--- config.mk ---
export PLATFORM = sky130hd
export DESIGN_NAME = dct_quant_zigzag_flat
export DESIGN_NICKNAME = d
export VERILOG_FILES = /design/src/rtl/dct_quant_zigzag_pkg.sv /design/src/rtl/dct_quant_zigzag_if.sv /design/src/rtl/dct_quant_zigzag_quant_mul.sv /design/src/rtl/dct_quant_zigzag.sv /design/src/flat_wrapper.sv
export SDC_FILE = /design/constraint.sdc
export NUM_CORES = 2
export LEC_CHECK = 0
export CAP_MARGIN = 20
export CORE_UTILIZATION = 64
export DETAILED_ROUTE_END_ITERATION = 7
export PLACE_DENSITY = 0.82
export REMOVE_ABC_BUFFERS = 1
export SETUP_SLACK_MARGIN = 0.2
export SYNTH_ARGS = -nofsm -noshare
export SYNTH_HDL_FRONTEND = slang
export SYNTH_SLANG_ARGS = --single-unit
--- constraint.sdc ---
create_clock -name clk_i -period 9 [get_ports clk_i]
set_clock_uncertainty 0.1 [all_clocks]
set_input_delay 0.9 -clock clk_i [delete_from_list [all_inputs] [get_ports clk_i]]
set_output_delay 0.9 -clock clk_i [all_outputs]
set_load 0.05 [all_outputs]
--- src/rtl/dct_quant_zigzag_pkg.sv ---
// Types and constant tables for the quantise/zigzag stage. Every table is indexed in
// input order k = u*8 + v (column-major, as produced by dct_2d).
package dct_quant_zigzag_pkg;

   localparam int CW = 15;             // coefficient width, signed
   localparam int RW = 17;             // reciprocal width, unsigned
   localparam int PW = CW + RW + 1;    // product width incl. zero-extended reciprocal sign

   typedef logic signed [CW-1:0] coef_t;
   typedef logic        [RW-1:0] recip_t;
   typedef logic        [5:0]    idx_t;

   typedef enum logic {
      RD_IDLE,
      RD_DRAIN
   } rd_state_e;

   // zigzag position j -> input index k
   localparam idx_t ZIGZAG [64] = '{
       0,  8,  1,  2,  9, 16, 24, 17,
      10,  3,  4, 11, 18, 25, 32, 40,
      33, 26, 19, 12,  5,  6, 13, 20,
      27, 34, 41, 48, 56, 49, 42, 35,
      28, 21, 14,  7, 15, 22, 29, 36,
      43, 50, 57, 58, 51, 44, 37, 30,
      23, 31, 38, 45, 52, 59, 60, 53,
      46, 39, 47, 54, 61, 62, 55, 63
   };

   // JPEG luminance quantiser, quality 50, one column (fixed u) per row
   localparam logic [7:0] QUANT_DEFAULT [64] = '{
       16,  12,  14,  14,  18,  24,  49,  72,
       11,  12,  13,  17,  22,  35,  64,  92,
       10,  14,  16,  22,  37,  55,  78,  95,
       16,  19,  24,  29,  56,  64,  87,  98,
       24,  26,  40,  51,  68,  81, 103, 112,
       40,  58,  57,  87, 109, 104, 121, 100,
       51,  60,  69,  80, 103, 113, 120, 103,
       61,  55,  56,  62,  77,  92, 101,  99
   };

   // round(2^16 / QUANT_DEFAULT[k])
   localparam recip_t QRECIP_DEFAULT [64] = '{
      4096, 5461, 4681, 4681, 3641, 2731, 1337,  910,
      5958, 5461, 5041, 3855, 2979, 1872, 1024,  712,
      6554, 4681, 4096, 2979, 1771, 1192,  840,  690,
      4096, 3449, 2731, 2260, 1170, 1024,  753,  669,
      2731, 2521, 1638, 1285,  964,  809,  636,  585,
      1638, 1130, 1150,  753,  601,  630,  542,  655,
      1285, 1092,  950,  819,  636,  580,  546,  636,
      1074, 1192, 1170, 1057,  851,  712,  649,  662
   };

endpackage

--- src/rtl/dct_quant_zigzag_if.sv ---
// Coefficient stream into and out of the quantise/zigzag stage; no backpressure in either direction.
// slave = the stage itself, master = the producer/consumer pair around it.
interface dct_quant_zigzag_if;
   import dct_quant_zigzag_pkg::*;

   logic  ena;
   coef_t in_coef;
   coef_t out_coef;
   logic  out_valid;
   logic  out_sob;

   modport master (
      output ena,
      output in_coef,
      input  out_coef,
      input  out_valid,
      input  out_sob
   );

   modport slave (
      input  ena,
      input  in_coef,
      output out_coef,
      output out_valid,
      output out_sob
   );

endinterface

--- src/rtl/dct_quant_zigzag_quant_mul.sv ---
// Signed coefficient x unsigned reciprocal, then >>16 rounding half away from zero.
// Latency 2 cycles, one sample per clock, no backpressure; valid and index ride alongside.
module dct_quant_zigzag_quant_mul
   import dct_quant_zigzag_pkg::*;
(
   input  logic   clk_i,
   input  logic   rst_i,
   input  logic   vld_i,
   input  idx_t   idx_i,
   input  coef_t  coef_i,
   input  recip_t recip_i,
   output logic   vld_o,
   output idx_t   idx_o,
   output coef_t  q_o
);

   localparam logic [PW-1:0] HALF = PW'(1) << 15;

   logic [PW-1:0] prod_d, prod_q;
   logic          vld1_q;
   idx_t          idx1_q;
   logic [PW-1:0] mag, rnd, res;
   coef_t         q_d, q_q;
   logic          vld2_q;
   idx_t          idx2_q;

   // Low PW bits of an unsigned product of the extended operands equal the signed product.
   always_comb begin
      prod_d = {{(PW-CW){coef_i[CW-1]}}, coef_i} * {{(PW-RW){1'b0}}, recip_i};
   end

   always_comb begin
      mag = prod_q[PW-1] ? (~prod_q + PW'(1)) : prod_q;
      rnd = (mag + HALF) >> 16;
      res = prod_q[PW-1] ? (~rnd + PW'(1)) : rnd;
      q_d = CW'(res);
   end

   always_ff @(posedge clk_i) begin
      if (rst_i) begin
         vld1_q <= 1'b0;
         vld2_q <= 1'b0;
      end else begin
         vld1_q <= vld_i;
         vld2_q <= vld1_q;
      end
   end

   always_ff @(posedge clk_i) begin
      prod_q <= prod_d;
      idx1_q <= idx_i;
      q_q    <= q_d;
      idx2_q <= idx1_q;
   end

   assign vld_o = vld2_q;
   assign idx_o = idx2_q;
   assign q_o   = q_q;

endmodule

--- src/rtl/dct_quant_zigzag.sv ---
// Quantise dct_2d coefficients and reorder each 8x8 block to zigzag via ping-pong banks; 1 sample/clk,
// first output 3 clks after the 64th input, no backpressure. QTABLE_LOAD_EN adds a writable reciprocal table.
module dct_quant_zigzag
   import dct_quant_zigzag_pkg::*;
(
   input  logic   clk_i,
   input  logic   rst_i,
`ifdef QTABLE_LOAD_EN
   input  logic   qt_we_i,
   input  idx_t   qt_addr_i,
   input  recip_t qt_recip_i,
`endif
   dct_quant_zigzag_if.slave bus
);

   idx_t      k_d, k_q;
   recip_t    recip;
   logic      mul_vld;
   idx_t      mul_idx;
   coef_t     mul_q;
   logic      swap;
   logic      wr_bank_d, wr_bank_q;
   rd_state_e state_d, state_q;
   idx_t      j_d, j_q;
   coef_t     rd_data;
   coef_t     out_d, out_q;
   logic      out_valid_d, out_valid_q;
   logic      out_sob_d, out_sob_q;
   coef_t     ram0 [64];
   coef_t     ram1 [64];

   assign k_d = bus.ena ? k_q + 6'd1 : k_q;

`ifdef QTABLE_LOAD_EN
   recip_t qt_q [64];

   always_ff @(posedge clk_i) begin
      if (rst_i) begin
         for (int i = 0; i < 64; i++) begin
            qt_q[i] <= QRECIP_DEFAULT[i];
         end
      end else if (qt_we_i) begin
         qt_q[qt_addr_i] <= qt_recip_i;
      end
   end

   assign recip = qt_q[k_q];
`else
   assign recip = QRECIP_DEFAULT[k_q];
`endif

   dct_quant_zigzag_quant_mul u_quant_mul (
      .clk_i   (clk_i),
      .rst_i   (rst_i),
      .vld_i   (bus.ena),
      .idx_i   (k_q),
      .coef_i  (bus.in_coef),
      .recip_i (recip),
      .vld_o   (mul_vld),
      .idx_o   (mul_idx),
      .q_o     (mul_q)
   );

   assign swap = mul_vld && (mul_idx == 6'd63);

   // Banks are plain RAMs: reset leaves their contents alone.
   always_ff @(posedge clk_i) begin
      if (mul_vld && !wr_bank_q) begin
         ram0[mul_idx] <= mul_q;
      end
      if (mul_vld && wr_bank_q) begin
         ram1[mul_idx] <= mul_q;
      end
   end

   // The read bank is always the one not being written.
   assign rd_data = wr_bank_q ? ram0[ZIGZAG[j_q]] : ram1[ZIGZAG[j_q]];

   always_comb begin
      state_d     = state_q;
      j_d         = j_q;
      wr_bank_d   = wr_bank_q;
      out_d       = out_q;
      out_valid_d = 1'b0;
      out_sob_d   = 1'b0;
      case (state_q)
         RD_IDLE: begin
            state_d = RD_IDLE;
         end
         RD_DRAIN: begin
            out_d       = rd_data;
            out_valid_d = 1'b1;
            out_sob_d   = (j_q == 6'd0);
            j_d         = j_q + 6'd1;
            if (j_q == 6'd63) begin
               state_d = RD_IDLE;
            end
         end
      endcase
      // A swap landing on j=63 restarts the drain with no bubble.
      if (swap) begin
         wr_bank_d = ~wr_bank_q;
         state_d   = RD_DRAIN;
         j_d       = '0;
      end
   end

   always_ff @(posedge clk_i) begin
      if (rst_i) begin
         k_q         <= '0;
         wr_bank_q   <= 1'b0;
         state_q     <= RD_IDLE;
         j_q         <= '0;
         out_q       <= '0;
         out_valid_q <= 1'b0;
         out_sob_q   <= 1'b0;
      end else begin
         k_q         <= k_d;
         wr_bank_q   <= wr_bank_d;
         state_q     <= state_d;
         j_q         <= j_d;
         out_q       <= out_d;
         out_valid_q <= out_valid_d;
         out_sob_q   <= out_sob_d;
      end
   end

   assign bus.out_coef  = out_q;
   assign bus.out_valid = out_valid_q;
   assign bus.out_sob   = out_sob_q;

   a_no_overrun : assert property (@(posedge clk_i) disable iff (rst_i)
      !(swap && (state_q == RD_DRAIN) && (j_q != 6'd63)));

endmodule

--- src/flat_wrapper.sv ---
// flat-port wrapper written by rule: the top's interface ports become plain ports
module dct_quant_zigzag_flat import dct_quant_zigzag_pkg::*;
  (clk_i, rst_i, bus_ena, bus_in_coef, bus_out_coef, bus_out_valid, bus_out_sob);
  dct_quant_zigzag_if bus_i ();
  input  logic clk_i;
  input  logic rst_i;
  input wire logic [$bits(bus_i.ena)-1:0] bus_ena;
  input wire logic [$bits(bus_i.in_coef)-1:0] bus_in_coef;
  output wire logic [$bits(bus_i.out_coef)-1:0] bus_out_coef;
  output wire logic [$bits(bus_i.out_valid)-1:0] bus_out_valid;
  output wire logic [$bits(bus_i.out_sob)-1:0] bus_out_sob;
  assign bus_i.ena = bus_ena;
  assign bus_i.in_coef = bus_in_coef;
  assign bus_out_coef = bus_i.out_coef;
  assign bus_out_valid = bus_i.out_valid;
  assign bus_out_sob = bus_i.out_sob;
  dct_quant_zigzag u_core (.clk_i(clk_i), .rst_i(rst_i), .bus(bus_i));
endmodule
==> impl_results.md <==
- Async set or reset register ratio after synthesis: 0
- Number of buffer and inverter instances along the worst setup path: 8
- Global-route wire length before repair: 348200 microns
- Initial Util: 0.6444
- Yosys top cell area share: 0.6507
- Arrival time at the worst endpoint: 8930 ps
- Mean number of vias per cell: roughly 6.5
- Predominant post-synthesis flop cell: edfxtp_1
- Site Rows: 136
- Pre-CTS WS: 760.4 ps
- Post-Synthesis Cells: between 7000 and 8000
- Antenna-violating nets left: 0
- Sort of element at the end of the critical path: register
- Gate family responsible for the most delay along the worst path: adder cells
- Total placed cells including tap cells: between 8000 and 9000
- Worst-path cell with the longest stage delay: fa_1
- Synth top cells by count: 2123 x nand2_1, 1920 x edfxtp_1, 591 x nand3_1
- Cell taking the most area after synthesis: edfxtp_1
- Sinks on Clock Net: 2012
- Post-cts sizing count: 0
- Total of buffers placed on input and output ports: 34
- Level count of the clock H-tree: 4
- Count of pins on the block boundary: 35
- Post-layout net count: 7666
- Total length of routed wires: approximately 230000 microns
- Final hold violation count: 0
- Crit path launch: u_core.k_q[0]
- Overall fraction of global-route tracks in use: 0.3285
- Number of synthesized register bits: 2012
- Overall die width: 374.1 microns
- Antenna violations before repair: 6
- Worst hold path class: register to register
- Overall die area: 139900 sq um
- Startpoint Class: register
- Setup-failing EPs final: 0
- Overflow left after global routing: 0
- Maximum vdd drop: roughly 0.24 mV
- DR pass1 iterations: 8
- Layout Utilization: 0.7082
- Most numerous cell on the critical path: inv_1
- Gp weighted congestion: about 0.93
- Post-CTS setup buffer count: 0
- Average routed wire per standard cell: 25.09 microns
- Iter 0 DRT Violations: 10097
- Most frequently used cell type in the post-synthesis netlist: nand2_1
- Slowest Stage Delay on Critical Path: 520 ps
- Library cells used by synthesis: 82
- Top achievable clock speed: 120.8 MHz
- Syn. warnings: 0
- Area overhead of the layout relative to synthesis: 9.886%
- Total number of vias: 60925
- Clk Latency, worst-skew pair: 850 ps
- Startpoint of the lowest-slack register-to-register path: u_core.k_q[0]
- Height of the die: 374.1 microns
- Period utilization: 0.9201
- Inserted Diodes: 0
- Data required time at the worst endpoint: 9650 ps
- Via count of the first global-routing pass: 58736
- Residual DRC: 2
- Pin count of the biggest net entering global routing: 168
- Layout cells sized above 1: 0.07538
- Final worst slack: 718.8 ps
- Area of the core: 137500 sq um
- Max capacitance violation total: 0
- Sequential area share after synthesis: 0.6715
- Transition time of the tightest slew-check pin: 1230 ps
- Fillers: 8627
- Root cell of the clock tree: clkbuf_16
- Time the worst path needs with I/O delays and setup: 8281 ps
- Clock slew at the register clock pins of the worst setup and hold paths: 60 ps
- Leakage power figure: 0.03525 uW
- Post-synthesis instance area: 88610 sq um
- Relative slew margins: 0.1801
- Crit Path Max Fanout: 15
- Violated checks: design-rule violations
- HPWL Detailed: 133700 microns
- Number of buffers on the longest clock path: 3
- Number of synthesized flops with an enable pin: 1920
- Unrepaired setup endpoints after global routing: no
- Cts hold-fix bufs: 0
- Sum of internal, switching and leakage power: 23970 uW
- Max-slew violation total from the final report: 0
- Class of the most critical setup path: register to register
- Largest cells by area after synthesis: edfxtp_1 65%, nand2_1 9.0%, nand3_1 3.3%, fa_1 3.2%, dfxtp_1 2.1%
- Outcome: complete, but fails checks
- Number of buffers inserted during clock tree synthesis: ~190
- Source of the worst hold timing path: u_core.u_quant_mul.idx1_q[1]
- Avg Cell Area, Syn: about 12 sq um
- Power per Cell Area: between 200 and 250 nW/um^2
- Final non-filler cell total: 9316
- TritonCTS clock tree: yes
## sequential cells by signal, indices dropped and copies added (netlist names)
signal,flops
u_core.u_quant_mul.idx1_q,6
u_core.k_q,6
u_core.bus.out_valid,1
u_core.ram0,960
u_core.u_quant_mul.prod_q,32
u_core.bus.out_coef,15
u_core.u_quant_mul.q_o,15
u_core.bus.out_sob,1
u_core.u_quant_mul.vld1_q,1
u_core.u_quant_mul.vld_o,1
u_core.state_q,1
u_core.wr_bank_q,1
u_core.j_q,6
u_core.u_quant_mul.idx_o,6
u_core.ram1,960
## area by class of cell
cell class	count	area [sq um]	share of cell area
sequential	2012	59550	0.6116
clock inverter	109	943.4	0.009689
inverter	238	893.4	0.009175
multi-input combinational	4681	26450	0.2716
tap	1794	2245	0.02305
timing repair buffer	237	2152	0.02210
clock buffer	245	5130	0.05269
## metrics by stage
stage                     hold slack (ps)  setup TNS (ps)  instance area, sq um
after floorplan                     209.6         -392450                 86710
after global placement              214.3               0                 91160
after detailed placement            212.8               0                 91160
after CTS                           225.9               0                 97230
after global routing                239.7               0                 97370
final                               225.8               0                 97370
## metal layers
layer / GRT usage / up-vias / part of all wire
met3: 0.07935 / 732 / 0.13
li1: - / 26389 / -
met2: 0.5048 / 4493 / 0.46
met5: 0.002058 / - / 0.00045
met4: 0.1557 / 12 / 0.048
met1: 0.4452 / 29299 / 0.36
## kinds of logic after synthesis
logic type / count (synthesis) / synth area share
flip-flops: 2012 / 0.6715
buffers and inverters: 725 / 0.03143
AO/OA/AOI/OAI: 844 / 0.06337
adder cells (fa/ha/maj): 287 / 0.05256
multiplexers: 25 / 0.003912
AND/OR/NAND/NOR: 3456 / 0.1700
XOR/XNOR: 69 / 0.007286
## final timing paths
kind | to | slack (ps) | depth (start not counted)
setup / recovery | u_core.u_quant_mul.prod_q[25] | 720 | 31
hold / removal | u_core.u_quant_mul.idx_o[1] | 230 | 0
setup reg to reg | u_core.u_quant_mul.prod_q[25] | 720 | 31
hold reg to reg | u_core.u_quant_mul.idx_o[1] | 230 | 0
## power breakdown
group | total [uW] | leakage (uW) | internal [uW] | switching (uW)
Clock | 7780 | 0.00297 | 4330 | 3450
Combinational | 3870 | 0.0143 | 1300 | 2570
Sequential | 12300 | 0.0180 | 11600 | 680
Total | 24000 | 0.0353 | 17300 | 6700
## layout by cell type, fill, tap and decap left out, drive strengths merged, types with 92 or more instances in the layout
cell,netlist,final
a21oi,212,212
fa,142,142
a311oi,142,142
nor2,245,245
ha,145,145
and2,93,93
clkbuf,381,245
and3,218,218
inv,236,241
a31oi,204,204
clkinv,2,92
dfxtp,92,92
nand3,591,591
nand2,2123,2123
buf,106,203
edfxtp,1920,1920
No activity file was read; power rests on OpenSTA's default activity.
